===== config.mk =====
export PLATFORM = sky130hd
export DESIGN_NAME = demo_txn_sequencer_flat
export DESIGN_NICKNAME = d
export VERILOG_FILES = /design/src/rtl/demo_txn_sequencer_if.sv /design/src/rtl/demo_txn_sequencer.sv /design/src/flat_wrapper.sv
export SDC_FILE = /design/constraint.sdc
export NUM_CORES = 1
export LEC_CHECK = 0
export ABC_AREA = 0
export BUFFER_PORTS_ARGS = -buffer_cell sky130_fd_sc_hd__buf_2
export CELL_PAD_IN_SITES_DETAIL_PLACEMENT = 0
export CELL_PAD_IN_SITES_GLOBAL_PLACEMENT = 1
export CORE_AREA = 3 3 105 57
export CTS_CLUSTER_DIAMETER = 100
export DETAILED_ROUTE_END_ITERATION = 10
export DIE_AREA = 0 0 108 60
export PLACE_DENSITY_LB_ADDON = 0.1
export RECOVER_POWER = 100
export SYNTH_ARGS = -nofsm -noshare
export SYNTH_HDL_FRONTEND = slang
export SYNTH_SLANG_ARGS = --single-unit

===== constraint.sdc =====
create_clock -name clk -period 2.2 [get_ports clk]
set_clock_uncertainty 0.2 [all_clocks]
set_input_delay 0.55 -clock clk [delete_from_list [all_inputs] [get_ports clk]]
set_output_delay 0.55 -clock clk [all_outputs]
set_load 0.03 [all_outputs]

===== src/rtl/demo_txn_sequencer_if.sv =====
// ---------------------------------------------------------------------------
// demo_txn_sequencer_if
//
// Purpose : Request/response channel between the push-button transaction
//           sequencer and the bus master that executes its transactions.
//
// Signals :
//   m_req    sequencer -> master  transaction request, held until m_ack
//   m_write  sequencer -> master  1 = write, 0 = read
//   m_slave  sequencer -> master  target slave (1, 2 or 3 = bus bridge)
//   m_addr   sequencer -> master  slave-local address
//   m_wdata  sequencer -> master  write data
//   m_ack    master -> sequencer  request accepted
//   m_done   master -> sequencer  one-cycle completion pulse
//   m_rdata  master -> sequencer  read data, valid with m_done
//
// Modports:
//   master : the requesting side (the sequencer)
//   slave  : the executing side (the bus master that serves the request)
// ---------------------------------------------------------------------------
interface demo_txn_sequencer_if;
  logic        m_req;
  logic        m_write;
  logic [1:0]  m_slave;
  logic [11:0] m_addr;
  logic [7:0]  m_wdata;
  logic        m_ack;
  logic        m_done;
  logic [7:0]  m_rdata;

  modport master (
    output m_req,
    output m_write,
    output m_slave,
    output m_addr,
    output m_wdata,
    input  m_ack,
    input  m_done,
    input  m_rdata
  );

  modport slave (
    input  m_req,
    input  m_write,
    input  m_slave,
    input  m_addr,
    input  m_wdata,
    output m_ack,
    output m_done,
    output m_rdata
  );
endinterface


===== src/rtl/demo_txn_sequencer.sv =====
// ---------------------------------------------------------------------------
// demo_txn_sequencer
//
// Purpose : Turns a debounced push-button press into one bus transaction.
//           The switches select the operation: sw[3:2] = 00/01/10 writes
//           {6'b0, sw[1:0]} to slave 1/2/3, sw[3:2] = 11 reads from the
//           slave that was last written successfully. The result (write data
//           or read data) is shown on the LEDs; a transaction that does not
//           finish within TIMEOUT_CYCLES parks the block in ERR with
//           led = 8'hEE until the next press.
//
// Parameters:
//   DEBOUNCE_CYCLES  consecutive stable cycles before a key level is accepted
//   TIMEOUT_CYCLES   maximum cycles from request assertion to m_done
//   DEMO_ADDR        fixed slave-local address used by every transaction
//
// Ports:
//   clk         system clock, all logic on its rising edge
//   rst         synchronous, active-high reset
//   key_exec_n  raw asynchronous push-button, active low
//   sw          sw[3:2] mode, sw[1:0] write data
//   bus         request channel to the bus master (master modport)
//   led         result display
//   busy        high while a transaction is in flight (REQ or WAIT)
//   err         high in ERR (last transaction timed out)
// ---------------------------------------------------------------------------
module demo_txn_sequencer #(
  parameter int unsigned DEBOUNCE_CYCLES = 50,
  parameter int unsigned TIMEOUT_CYCLES  = 4096,
  parameter logic [11:0] DEMO_ADDR       = 12'h000
) (
  input  logic                        clk,
  input  logic                        rst,
  input  logic                        key_exec_n,
  input  logic [3:0]                  sw,
  demo_txn_sequencer_if.master        bus,
  output logic [7:0]                  led,
  output logic                        busy,
  output logic                        err
);

  // -------------------------------------------------------------------------
  // Local types and constants
  // -------------------------------------------------------------------------
  typedef enum logic [1:0] {
    S_IDLE = 2'd0,
    S_REQ  = 2'd1,
    S_WAIT = 2'd2,
    S_ERR  = 2'd3
  } state_t;

  // Debounce counter runs 0 .. DEBOUNCE_CYCLES-1; the level flips on the
  // cycle the counter would reach DEBOUNCE_CYCLES.
  localparam int unsigned DB_W =
    (DEBOUNCE_CYCLES > 1) ? $clog2(DEBOUNCE_CYCLES) : 1;
  localparam logic [DB_W-1:0] DB_LAST = DB_W'(DEBOUNCE_CYCLES - 1);

  // Timeout counter is cleared on entry to REQ and reads TIMEOUT_CYCLES-1
  // during the last permitted cycle of REQ/WAIT.
  localparam int unsigned TO_W =
    (TIMEOUT_CYCLES > 1) ? $clog2(TIMEOUT_CYCLES) : 1;
  localparam logic [TO_W-1:0] TO_LAST = TO_W'(TIMEOUT_CYCLES - 1);

  localparam logic [7:0] LED_TIMEOUT = 8'hEE;

  // -------------------------------------------------------------------------
  // Registers and wires
  // -------------------------------------------------------------------------
  logic            r_key_meta;
  logic            r_key_sync;
  logic            r_key_db;
  logic            r_key_db_d;
  logic [DB_W-1:0] r_db_cnt;

  state_t          r_state;
  state_t          w_state_nxt;

  logic            r_write;
  logic [1:0]      r_slave;
  logic [7:0]      r_wdata;
  logic [1:0]      r_last_slave;
  logic [7:0]      r_led;
  logic [TO_W-1:0] r_to_cnt;

  logic            w_press;
  logic            w_busy;
  logic            w_to_hit;
  logic            w_start;
  logic            w_complete;
  logic            w_timeout;

  logic            w_dec_write;
  logic [1:0]      w_dec_slave;
  logic [7:0]      w_dec_wdata;

  // -------------------------------------------------------------------------
  // Key synchronizer
  // Idle level of the button is 1, so the chain resets to 1 to avoid a
  // spurious press right after reset.
  // -------------------------------------------------------------------------
  // NOTE: sequential state is assigned with <= so every flop samples the
  // values from before the edge; with = the chain would collapse into one
  // flop and the result would depend on statement order.
  always_ff @(posedge clk) begin
    if (rst) begin
      r_key_meta <= 1'b1;
      r_key_sync <= 1'b1;
    end else begin
      r_key_meta <= key_exec_n;
      r_key_sync <= r_key_meta;
    end
  end

  // -------------------------------------------------------------------------
  // Debouncer
  // The accepted level follows the synchronized level only after the two
  // have disagreed for DEBOUNCE_CYCLES consecutive cycles. Any cycle where
  // they agree again (a bounce) clears the count.
  // -------------------------------------------------------------------------
  always_ff @(posedge clk) begin
    if (rst) begin
      r_key_db   <= 1'b1;
      r_key_db_d <= 1'b1;
      r_db_cnt   <= '0;
    end else begin
      r_key_db_d <= r_key_db;
      if (r_key_sync == r_key_db) begin
        r_db_cnt <= '0;
      end else if (r_db_cnt == DB_LAST) begin
        r_key_db <= r_key_sync;
        r_db_cnt <= '0;
      end else begin
        r_db_cnt <= r_db_cnt + 1'b1;
      end
    end
  end

  // One-cycle pulse on an accepted 1->0 transition; releases are ignored.
  assign w_press = r_key_db_d & ~r_key_db;

  // -------------------------------------------------------------------------
  // Switch decode, sampled only in the press-event cycle
  // -------------------------------------------------------------------------
  // NOTE: every signal driven by a combinational block gets a default at the
  // top, so no branch can leave it unassigned and infer a latch.
  always_comb begin
    w_dec_write = 1'b1;
    w_dec_slave = 2'd1;
    w_dec_wdata = {6'b0, sw[1:0]};
    case (sw[3:2])
      2'b00: w_dec_slave = 2'd1;
      2'b01: w_dec_slave = 2'd2;
      2'b10: w_dec_slave = 2'd3;
      2'b11: begin
        w_dec_write = 1'b0;
        w_dec_slave = r_last_slave;
        w_dec_wdata = 8'h00;
      end
      default: ;
    endcase
  end

  // -------------------------------------------------------------------------
  // Transaction FSM: state register
  // -------------------------------------------------------------------------
  always_ff @(posedge clk) begin
    if (rst) begin
      r_state <= S_IDLE;
    end else begin
      r_state <= w_state_nxt;
    end
  end

  assign w_to_hit = (r_to_cnt == TO_LAST);

  // -------------------------------------------------------------------------
  // Transaction FSM: next state and event strobes
  // Completion has priority over the timeout when both land in the same
  // cycle: the master did finish in time. An ack arriving on the deadline
  // cycle without done is too late and still times out.
  // -------------------------------------------------------------------------
  always_comb begin
    w_state_nxt = r_state;
    w_start     = 1'b0;
    w_complete  = 1'b0;
    w_timeout   = 1'b0;
    case (r_state)
      S_IDLE, S_ERR: begin
        // A press while busy never reaches this branch, so it is dropped.
        if (w_press) begin
          w_start     = 1'b1;
          w_state_nxt = S_REQ;
        end
      end
      S_REQ: begin
        if (bus.m_ack && bus.m_done) begin
          w_complete  = 1'b1;
          w_state_nxt = S_IDLE;
        end else if (w_to_hit) begin
          w_timeout   = 1'b1;
          w_state_nxt = S_ERR;
        end else if (bus.m_ack) begin
          w_state_nxt = S_WAIT;
        end
      end
      S_WAIT: begin
        if (bus.m_done) begin
          w_complete  = 1'b1;
          w_state_nxt = S_IDLE;
        end else if (w_to_hit) begin
          w_timeout   = 1'b1;
          w_state_nxt = S_ERR;
        end
      end
      default: w_state_nxt = S_IDLE;
    endcase
  end

  assign w_busy = (r_state == S_REQ) || (r_state == S_WAIT);

  // -------------------------------------------------------------------------
  // Transaction datapath
  // Mode, slave and data are latched at the press so later switch movement
  // cannot disturb a transaction in flight. last_slave only moves on a
  // completed write; reads and timed-out writes leave it alone.
  // -------------------------------------------------------------------------
  always_ff @(posedge clk) begin
    if (rst) begin
      r_write      <= 1'b0;
      r_slave      <= 2'd1;
      r_wdata      <= 8'h00;
      r_last_slave <= 2'd1;
      r_led        <= 8'h00;
      r_to_cnt     <= '0;
    end else begin
      if (w_start) begin
        r_write  <= w_dec_write;
        r_slave  <= w_dec_slave;
        r_wdata  <= w_dec_wdata;
        r_to_cnt <= '0;
      end else if (w_busy && !w_to_hit) begin
        r_to_cnt <= r_to_cnt + 1'b1;
      end

      if (w_complete) begin
        r_led <= r_write ? r_wdata : bus.m_rdata;
        if (r_write) begin
          r_last_slave <= r_slave;
        end
      end else if (w_timeout) begin
        r_led <= LED_TIMEOUT;
      end
    end
  end

  // -------------------------------------------------------------------------
  // Outputs
  // m_req is decoded from the state so it rises the cycle after the press,
  // and drops on the same edge as an ack, a timeout or a reset.
  // -------------------------------------------------------------------------
  assign bus.m_req   = (r_state == S_REQ);
  assign bus.m_write = r_write;
  assign bus.m_slave = r_slave;
  assign bus.m_addr  = DEMO_ADDR;
  assign bus.m_wdata = r_wdata;

  assign led  = r_led;
  assign busy = w_busy;
  assign err  = (r_state == S_ERR);

  // Request qualifiers must not move while a request is pending.
  a_req_fields_stable: assert property (
    @(posedge clk) disable iff (rst)
      (bus.m_req && $past(bus.m_req)) |->
        $stable({bus.m_write, bus.m_slave, bus.m_wdata})
  );

endmodule


===== src/flat_wrapper.sv =====
// flat-port wrapper written by rule: the top's interface ports become plain ports
module demo_txn_sequencer_flat 
#(
  parameter int unsigned DEBOUNCE_CYCLES = 50,
  parameter int unsigned TIMEOUT_CYCLES  = 4096,
  parameter logic [11:0] DEMO_ADDR       = 12'h000
)
  (clk, rst, key_exec_n, sw, led, busy, err, bus_m_req, bus_m_write, bus_m_slave, bus_m_addr, bus_m_wdata, bus_m_ack, bus_m_done, bus_m_rdata);
  demo_txn_sequencer_if bus_i ();
  input  logic clk;
  input  logic rst;
  input  logic key_exec_n;
  input  logic [3:0] sw;
  output logic [7:0] led;
  output logic busy;
  output logic err;
  output wire logic [$bits(bus_i.m_req)-1:0] bus_m_req;
  output wire logic [$bits(bus_i.m_write)-1:0] bus_m_write;
  output wire logic [$bits(bus_i.m_slave)-1:0] bus_m_slave;
  output wire logic [$bits(bus_i.m_addr)-1:0] bus_m_addr;
  output wire logic [$bits(bus_i.m_wdata)-1:0] bus_m_wdata;
  input wire logic [$bits(bus_i.m_ack)-1:0] bus_m_ack;
  input wire logic [$bits(bus_i.m_done)-1:0] bus_m_done;
  input wire logic [$bits(bus_i.m_rdata)-1:0] bus_m_rdata;
  assign bus_m_req = bus_i.m_req;
  assign bus_m_write = bus_i.m_write;
  assign bus_m_slave = bus_i.m_slave;
  assign bus_m_addr = bus_i.m_addr;
  assign bus_m_wdata = bus_i.m_wdata;
  assign bus_i.m_ack = bus_m_ack;
  assign bus_i.m_done = bus_m_done;
  assign bus_i.m_rdata = bus_m_rdata;
  demo_txn_sequencer #(.DEBOUNCE_CYCLES(DEBOUNCE_CYCLES), .TIMEOUT_CYCLES(TIMEOUT_CYCLES), .DEMO_ADDR(DEMO_ADDR)) u_core (.clk(clk), .rst(rst), .key_exec_n(key_exec_n), .sw(sw), .bus(bus_i), .led(led), .busy(busy), .err(err));
endmodule

==> results of run 1 <==
==> sequential cells by signal, indices dropped and copies added (netlist names) <==
register / cells
u_core.bus.m_write: 1
u_core.led: 8
u_core.r_last_slave: 2
u_core.r_to_cnt: 12
u_core.bus.m_slave: 2
u_core.bus.m_wdata: 2
u_core.r_key_meta: 1
u_core.r_key_sync: 1
u_core.r_state: 2
u_core.r_key_db: 1
u_core.r_db_cnt: 6
u_core.r_key_db_d: 1
==> cells by family after synthesis <==
group | after synthesis | synth area share
compound gates | 46 | 0.187
xor+xnor | 8 | 0.0353
fa+ha+maj | 6 | 0.0378
buf+inv | 38 | 0.106
flops | 39 | 0.393
mux | 4 | 0.0208
other cells | 1 | 0.00189
simple gates | 71 | 0.217
==> synth_stat cells (all sizes together) (2+ instances only) <==
library cell	number	area (um2)
or2	3	18.8
a21oi	9	48.8
nand4b	2	17.5
ha	6	75.1
o311ai	2	17.5
and3	2	12.5
a32o	2	20.0
or4	2	15.0
a221oi	6	90.1
xor2	3	26.3
dfxtp	39	781
clkbuf	4	15.0
nand3	8	40.0
nand2	11	41.3
and3b	2	17.5
nor2	15	56.3
nand2b	7	43.8
xnor2	5	43.8
nor3b	3	22.5
buf	20	144
nand4	3	40.0
inv	13	48.8
nor4	2	12.5
o21ai	8	40.0
or3	4	30.0
a31oi	3	18.8
mux2i	3	30.0
o211ai	3	22.5
nor3	3	31.3
a22o	4	35.0
==> power groups by stage <==
stage	clock network [mW]	logic [mW]	registers (mW)
final	0.596	0.205	0.728
after global placement	0	0.208	0.744
after CTS	0.621	0.220	0.727
after floorplan	0	0.175	0.743
after detailed placement	0	0.209	0.744
after global routing	0.653	0.222	0.729
==> critical path, delay by kind of cell, from the launching register on <==
family | cells | cell delay (ns)
DFF | 1 | 0.36
buffers and inverters | 3 | 0.41
adders and majority gates | 1 | 0.32
==> what timing repair did <==
item / 4_1_cts / 5_1_grt
resized for setup: 3 / 0
setup endpoints to repair: 1 / 0
setup buffers: 0 / 0
hold buffers: 0 / 0
endpoints found under the hold margin: 0 / 0
==> final cells by class <==
| type | count | area share |
|---|---|---|
| Clock buffer | 5 | 0.0305 |
| Sequential cell | 39 | 0.346 |
| Multi-Input combinational cell | 153 | 0.452 |
| Tap cell | 70 | 0.0388 |
| Inverter | 14 | 0.0238 |
| Timing Repair Buffer | 43 | 0.0892 |
| Clock inverter | 3 | 0.0194 |
==> layer usage <==
metal  part of all wire  GRT usage  wire (um)
met1               0.48      0.167       1930
met2               0.46      0.224       1830
met3              0.055     0.0388        219
met4             0.0080     0.0324         32
met5                  0          0          0
==> final timing paths <==
| kind | startpoint | end | slack, ns |
|---|---|---|---|
| max | u_core.r_state[0] | busy | 0.08 |
| min | u_core.r_key_meta | u_core.r_key_sync | 0.21 |
| max reg2reg | u_core.r_to_cnt[0] | u_core.r_state[1] | 0.11 |
| min reg2reg | u_core.r_key_meta | u_core.r_key_sync | 0.21 |
==> through the flow <==
stage	hold slack (ns)	total power, mW
after floorplan	0.189	0.918
after global placement	0.202	0.952
after detailed placement	0.194	0.953
after CTS	0.213	1.57
after global routing	0.233	1.61
final	0.211	1.53
==> flow_summary_export.csv, run 1 <==
group,metric,value,unit
clocking,cts_tree,"done",
yosys,synth.distinct_cells,55,
yosys,synth_area,1990,um2
routing,wirelength,4020,um
die,rows,18,
cells_and_area,final_common_cell,"dfxtp_1",
yosys,ys_warn_count,0,
cells_and_area,layout.cells.non_filler,327,
die,fp.dieH,60,um
sta,post-route-period-util,0.962,
sta,slew_headroom,0.610,
clocking,root_buffer,"clkbuf_8",
power,swShare,0.269,
sta,fin_ws,0.0827,ns
clocking,clk_path_buf_depth,2,
yosys,synth_edf_count,0,
die,start_util,0.399,
min_path,whs_path_depth,1,
routing,dr_total_vias,1585,
yosys,ys_ff_latch,39,
sta,rsz0062_at_grt,"no",
placed_design,pre_cts_slack,0.0905,ns
routing,firstDrtPassIters,4,
grt,grt_pass1_vias,1485,
placed_design,gp_congestion,0.732,
routing,routed_via_density,4.85,
cells_and_area,multiInputGateArea,1020,um2
critical_path,required,1.45,ns
flow_run,maxCapViolCount,0,
power,p_leak,0.908,nW
sta,fmax,0.472,GHz
yosys,synth_cells,213,
clocking,ctsHtreeMaxLevel,2,
critical_path,crit_arrival,1.37,ns
yosys,ys_seq_area_frac,0.393,
cells_and_area,n_fill_cell,506,
power,power.density,678,nW/um2
cells_and_area,drive_above_1_share,0.163,
cells_and_area,antenna_cells,0,
cells_and_area,nets,279,
sta,tns,0,ns
grt,grt_pass1_wl,6710,um
routing,drc,0,
die,die_w,108,um
grt,antenna_found_initial,0,
min_path,hp-class,"register to register",
clocking,clkLatencyLatePin,0.29,ns
power,peakVddDrop,0.313,mV
run_status,status,"complete, no violations",
sta,drv_slew,0,
grt,grt_max_degree,15,
power,p_seq_frac,0.476,
die,dieArea,6480,um2
critical_path,endpoint_kind,"output port",
cells_and_area,final_cell_mix,"dfxtp_1 (39), clkbuf_1 (21), conb_1 (18), buf_2 (16), nor2_1 (15)",
placed_design,dp_hpwl,3100,um
sta,fin_crit,2.12,ns
sta,hold_viol,0,
placed_design,io_buffers,32,
critical_path,critical_path.startpoint_type,"register",
critical_path,reg2regPathDepth,5,
cells_and_area,ff_latch_area,781,um2
sta,setup_viol,0,
clocking,cts.sinks,39,
routing,antenna_left,0,
clocking,numCtsBuffers,5,
critical_path,max_stage_delay,0.36,ns
cells_and_area,fin_area,2260,um2
grt,grt_overflow,0,
routing,routedWlPerCell,12.3,um
routing,drt_iter0_drc,40,
sta,tightest_slew,0.585,ns
yosys,syn_area_per_cell,9.32,um2
power,switchingPower,0.411,mW
die,design.core.area,4980,um2
cells_and_area,areaGrowthSynthToFinish,13.7,%
yosys,async_reset_ff_frac,0,
critical_path,crit_path_max_fanout,8,
critical_path,crit_slowest_cell,"dfxtp_1",
clocking,clk_pin_slew,0.07,ns
cells_and_area,utilization,0.453,
placed_design,dpl_cell_area,2220,um2
die,ios,51,
placed_design,post-place-cells,319,
power,power_frac_clock,0.390,
yosys,synth_ff_type,"dfxtp_1",
grt,grt_usage,0.132,
critical_path,path_class,"register to output port",
power,intPower,1.12,mW
power,power_frac_comb,0.134,
critical_path,crit_chain,"inv_1, ha_4, clkinv_2, buf_2",
(Power assumes the default switching activity.)
==> run 2, diff against run 1 <==
ABC_AREA = 1   (was 0)
CAP_MARGIN = 40   (was not set)
CORE_AREA = 3 3 110 59   (was 3 3 105 57)
DIE_AREA = 0 0 113 62   (was 0 0 108 60)
SKIP_CTS_REPAIR_TIMING = 1   (was not set)
==> flow_summary_export.csv, run 2 <==
group,metric,value,unit
run_status,status,"complete, no violations",
clocking,clk_pin_slew,0.06,ns
sta,post-route-period-util,0.953,
yosys,synth_edf_count,0,
yosys,ys_ff_latch,39,
power,p_seq_frac,0.396,
cells_and_area,final_cell_mix,"nand2_1 (83), dfxtp_1 (39), inv_1 (29), nor2_1 (24)",
min_path,hp-class,"register to register",
cells_and_area,ff_latch_area,781,um2
critical_path,max_stage_delay,0.35,ns
yosys,async_reset_ff_frac,0,
yosys,ys_seq_area_frac,0.369,
die,die_w,113,um
power,intPower,1.35,mW
sta,fmax,0.477,GHz
clocking,cts_tree,"done",
power,power,1.91,mW
placed_design,dp_hpwl,3340,um
grt,grt_pass1_wl,7200,um
clocking,clkLatencyLatePin,0.29,ns
yosys,synth_cells,295,
cells_and_area,utilization,0.437,
clocking,numCtsBuffers,5,
critical_path,crit_arrival,1.35,ns
yosys,yosysTopAreaCellShare,0.369,
sta,setup_viol,0,
grt,grt_use_met2,0.216,
sta,hold_viol,0,
sta,tns,0,ns
yosys,ys_warn_count,0,
cells_and_area,n_fill_cell,602,
cells_and_area,multiInputGateArea,1080,um2
critical_path,startpoint,"u_core.r_state[0]",
power,power_frac_comb,0.159,
routing,antenna_left,0,
yosys,synth_ff_type,"dfxtp_1",
cells_and_area,antenna_cells,0,
routing,drc,0,
routing,wirelength,4470,um
die,start_util,0.384,
sta,fin_crit,2.10,ns
die,dieArea,7010,um2
grt,grt_pass1_vias,1577,
sta,drv_slew,0,
grt,grt_overflow,0,
yosys,syn_area_per_cell,7.18,um2
yosys,yosysTopAreaCell,"dfxtp_1",
power,power.density,790,nW/um2
grt,grt_max_degree,15,
critical_path,crit_path_max_fanout,6,
critical_path,crit_slowest_cell,"dfxtp_1",
power,power_frac_clock,0.445,
power,swShare,0.290,
grt,grt_usage,0.132,
yosys,synth_area_leaders,"dfxtp_1 (37%), nand2_1 (15%), buf_4 (6.7%), inv_1 (5.3%), nand3_1 (4.3%)",
min_path,hp-start,"u_core.r_key_meta",
placed_design,gp_congestion,0.796,
grt,gr-usage-met3,0.0484,
critical_path,r2r-start,"u_core.r_to_cnt[0]",
placed_design,io_buffers,32,
routing,routed_via_density,4.46,
routing,dr_total_vias,1805,
routing,firstDrtPassIters,4,
clocking,root_buffer,"clkbuf_16",
critical_path,critical_path.startpoint_type,"register",
cells_and_area,areaGrowthSynthToFinish,13.8,%
yosys,ys_top_cells_by_count,"nand2_1 (83), dfxtp_1 (39), inv_1 (30), nor2_1 (23), buf_4 (19)",
cells_and_area,drive_above_1_share,0.139,
sta,fin_ws,0.103,ns
critical_path,path_class,"register to output port",
cells_and_area,final_common_cell,"nand2_1",
grt,antenna_found_initial,0,
cells_and_area,regMostFlops,"u_core.r_to_cnt",
clocking,cts.sinks,39,
sta,whs,0.216,ns
clocking,clk_path_buf_depth,2,
routing,drt_iter0_drc,101,
sta,rsz0062_at_grt,"no",
power,switchingPower,0.552,mW
die,fp.dieH,62,um
critical_path,endpoint_kind,"output port",
placed_design,pre_cts_slack,0.253,ns
routing,routedWlPerCell,11.0,um
power,p_leak,1.05,nW
yosys,synth.distinct_cells,32,
power,peakVddDrop,0.387,mV
cells_and_area,largest_reg_flops,12,
critical_path,crit_chain,"inv_1, ha_2, inv_2, clkbuf_4",
yosys,yosysMostFrequentCell,"nand2_1",
die,design.core.area,5520,um2
die,rows,19,
critical_path,required,1.45,ns
grt,top_usage_layer,"met2",
cells_and_area,nets,354,
yosys,synth_area,2120,um2
grt,use_met1,0.164,
clocking,ctsHtreeMaxLevel,2,
die,ios,51,
flow_run,maxCapViolCount,0,
[run 2: cell types whose count changed after synthesis, sizes merged, moves of 6 or more]
cell,previous run,this run
nand2,11,89
inv,13,32
a21oi,9,20
nand3,8,19
nor2,15,26
nand2b,7,0
a221oi,6,0
[run 2: worst max-delay path, delay by kind of cell (launching register included)]
family / cells / cell delay, ns
buffers and inverters: 3 / 0.39
DFF: 1 / 0.35
adders and majority gates: 1 / 0.32
[run 2: kinds of logic (layout without fill, tap and decap cells)]
| logic type | after synthesis | count (layout) | share of synthesized area |
|---|---|---|---|
| compound gates | 40 | 40 | 0.119 |
| flops | 39 | 39 | 0.369 |
| simple gates | 146 | 146 | 0.307 |
| other cells | 1 | 18 | 0.00177 |
| buf+inv | 57 | 77 | 0.144 |
| xor+xnor | 6 | 6 | 0.0248 |
| fa+ha+maj | 6 | 6 | 0.0354 |
[run 2: layer usage]
metal / routed length, um / vias to the layer above
li1: - / 971
met3: 265 / 4
met2: 1930 / 41
met1: 2240 / 789
met4: 43 / 0
met5: 0 / -
[run 2: path summary, 6_finish.rpt]
path	end	slack (ns)	depth (start not counted)
max	busy	0.10	4
min	u_core.r_key_sync	0.22	1
max reg2reg	u_core.r_to_cnt[9]	0.24	8
min reg2reg	u_core.r_key_sync	0.22	1
[run 2: stage by stage]
stage | std cells | instance area [um2]
6_report | 405 | 2410
5_1_grt | 405 | 2410
4_1_cts | 405 | 2460
3_5_place_dp | 397 | 2280
3_3_place_gp | 397 | 2280
2_1_floorplan | 312 | 2180
[run 2: power groups by stage]
stage / Clock, mW / Sequential, mW / Combinational (mW)
2_1_floorplan: 0 / 0.767 / 0.283
3_3_place_gp: 0 / 0.768 / 0.307
3_5_place_dp: 0 / 0.769 / 0.309
4_1_cts: 0.871 / 0.754 / 0.310
5_1_grt: 0.905 / 0.757 / 0.334
6_report: 0.847 / 0.755 / 0.304
[run 2: final cells by class]
cell class | instances | share of cell area
inverters | 33 | 0.0514
well taps | 73 | 0.0379
clock inverters | 3 | 0.0197
clock buffers | 5 | 0.0519
repair buffers | 36 | 0.0685
multi-input cells | 216 | 0.447
flip-flops and latches | 39 | 0.324
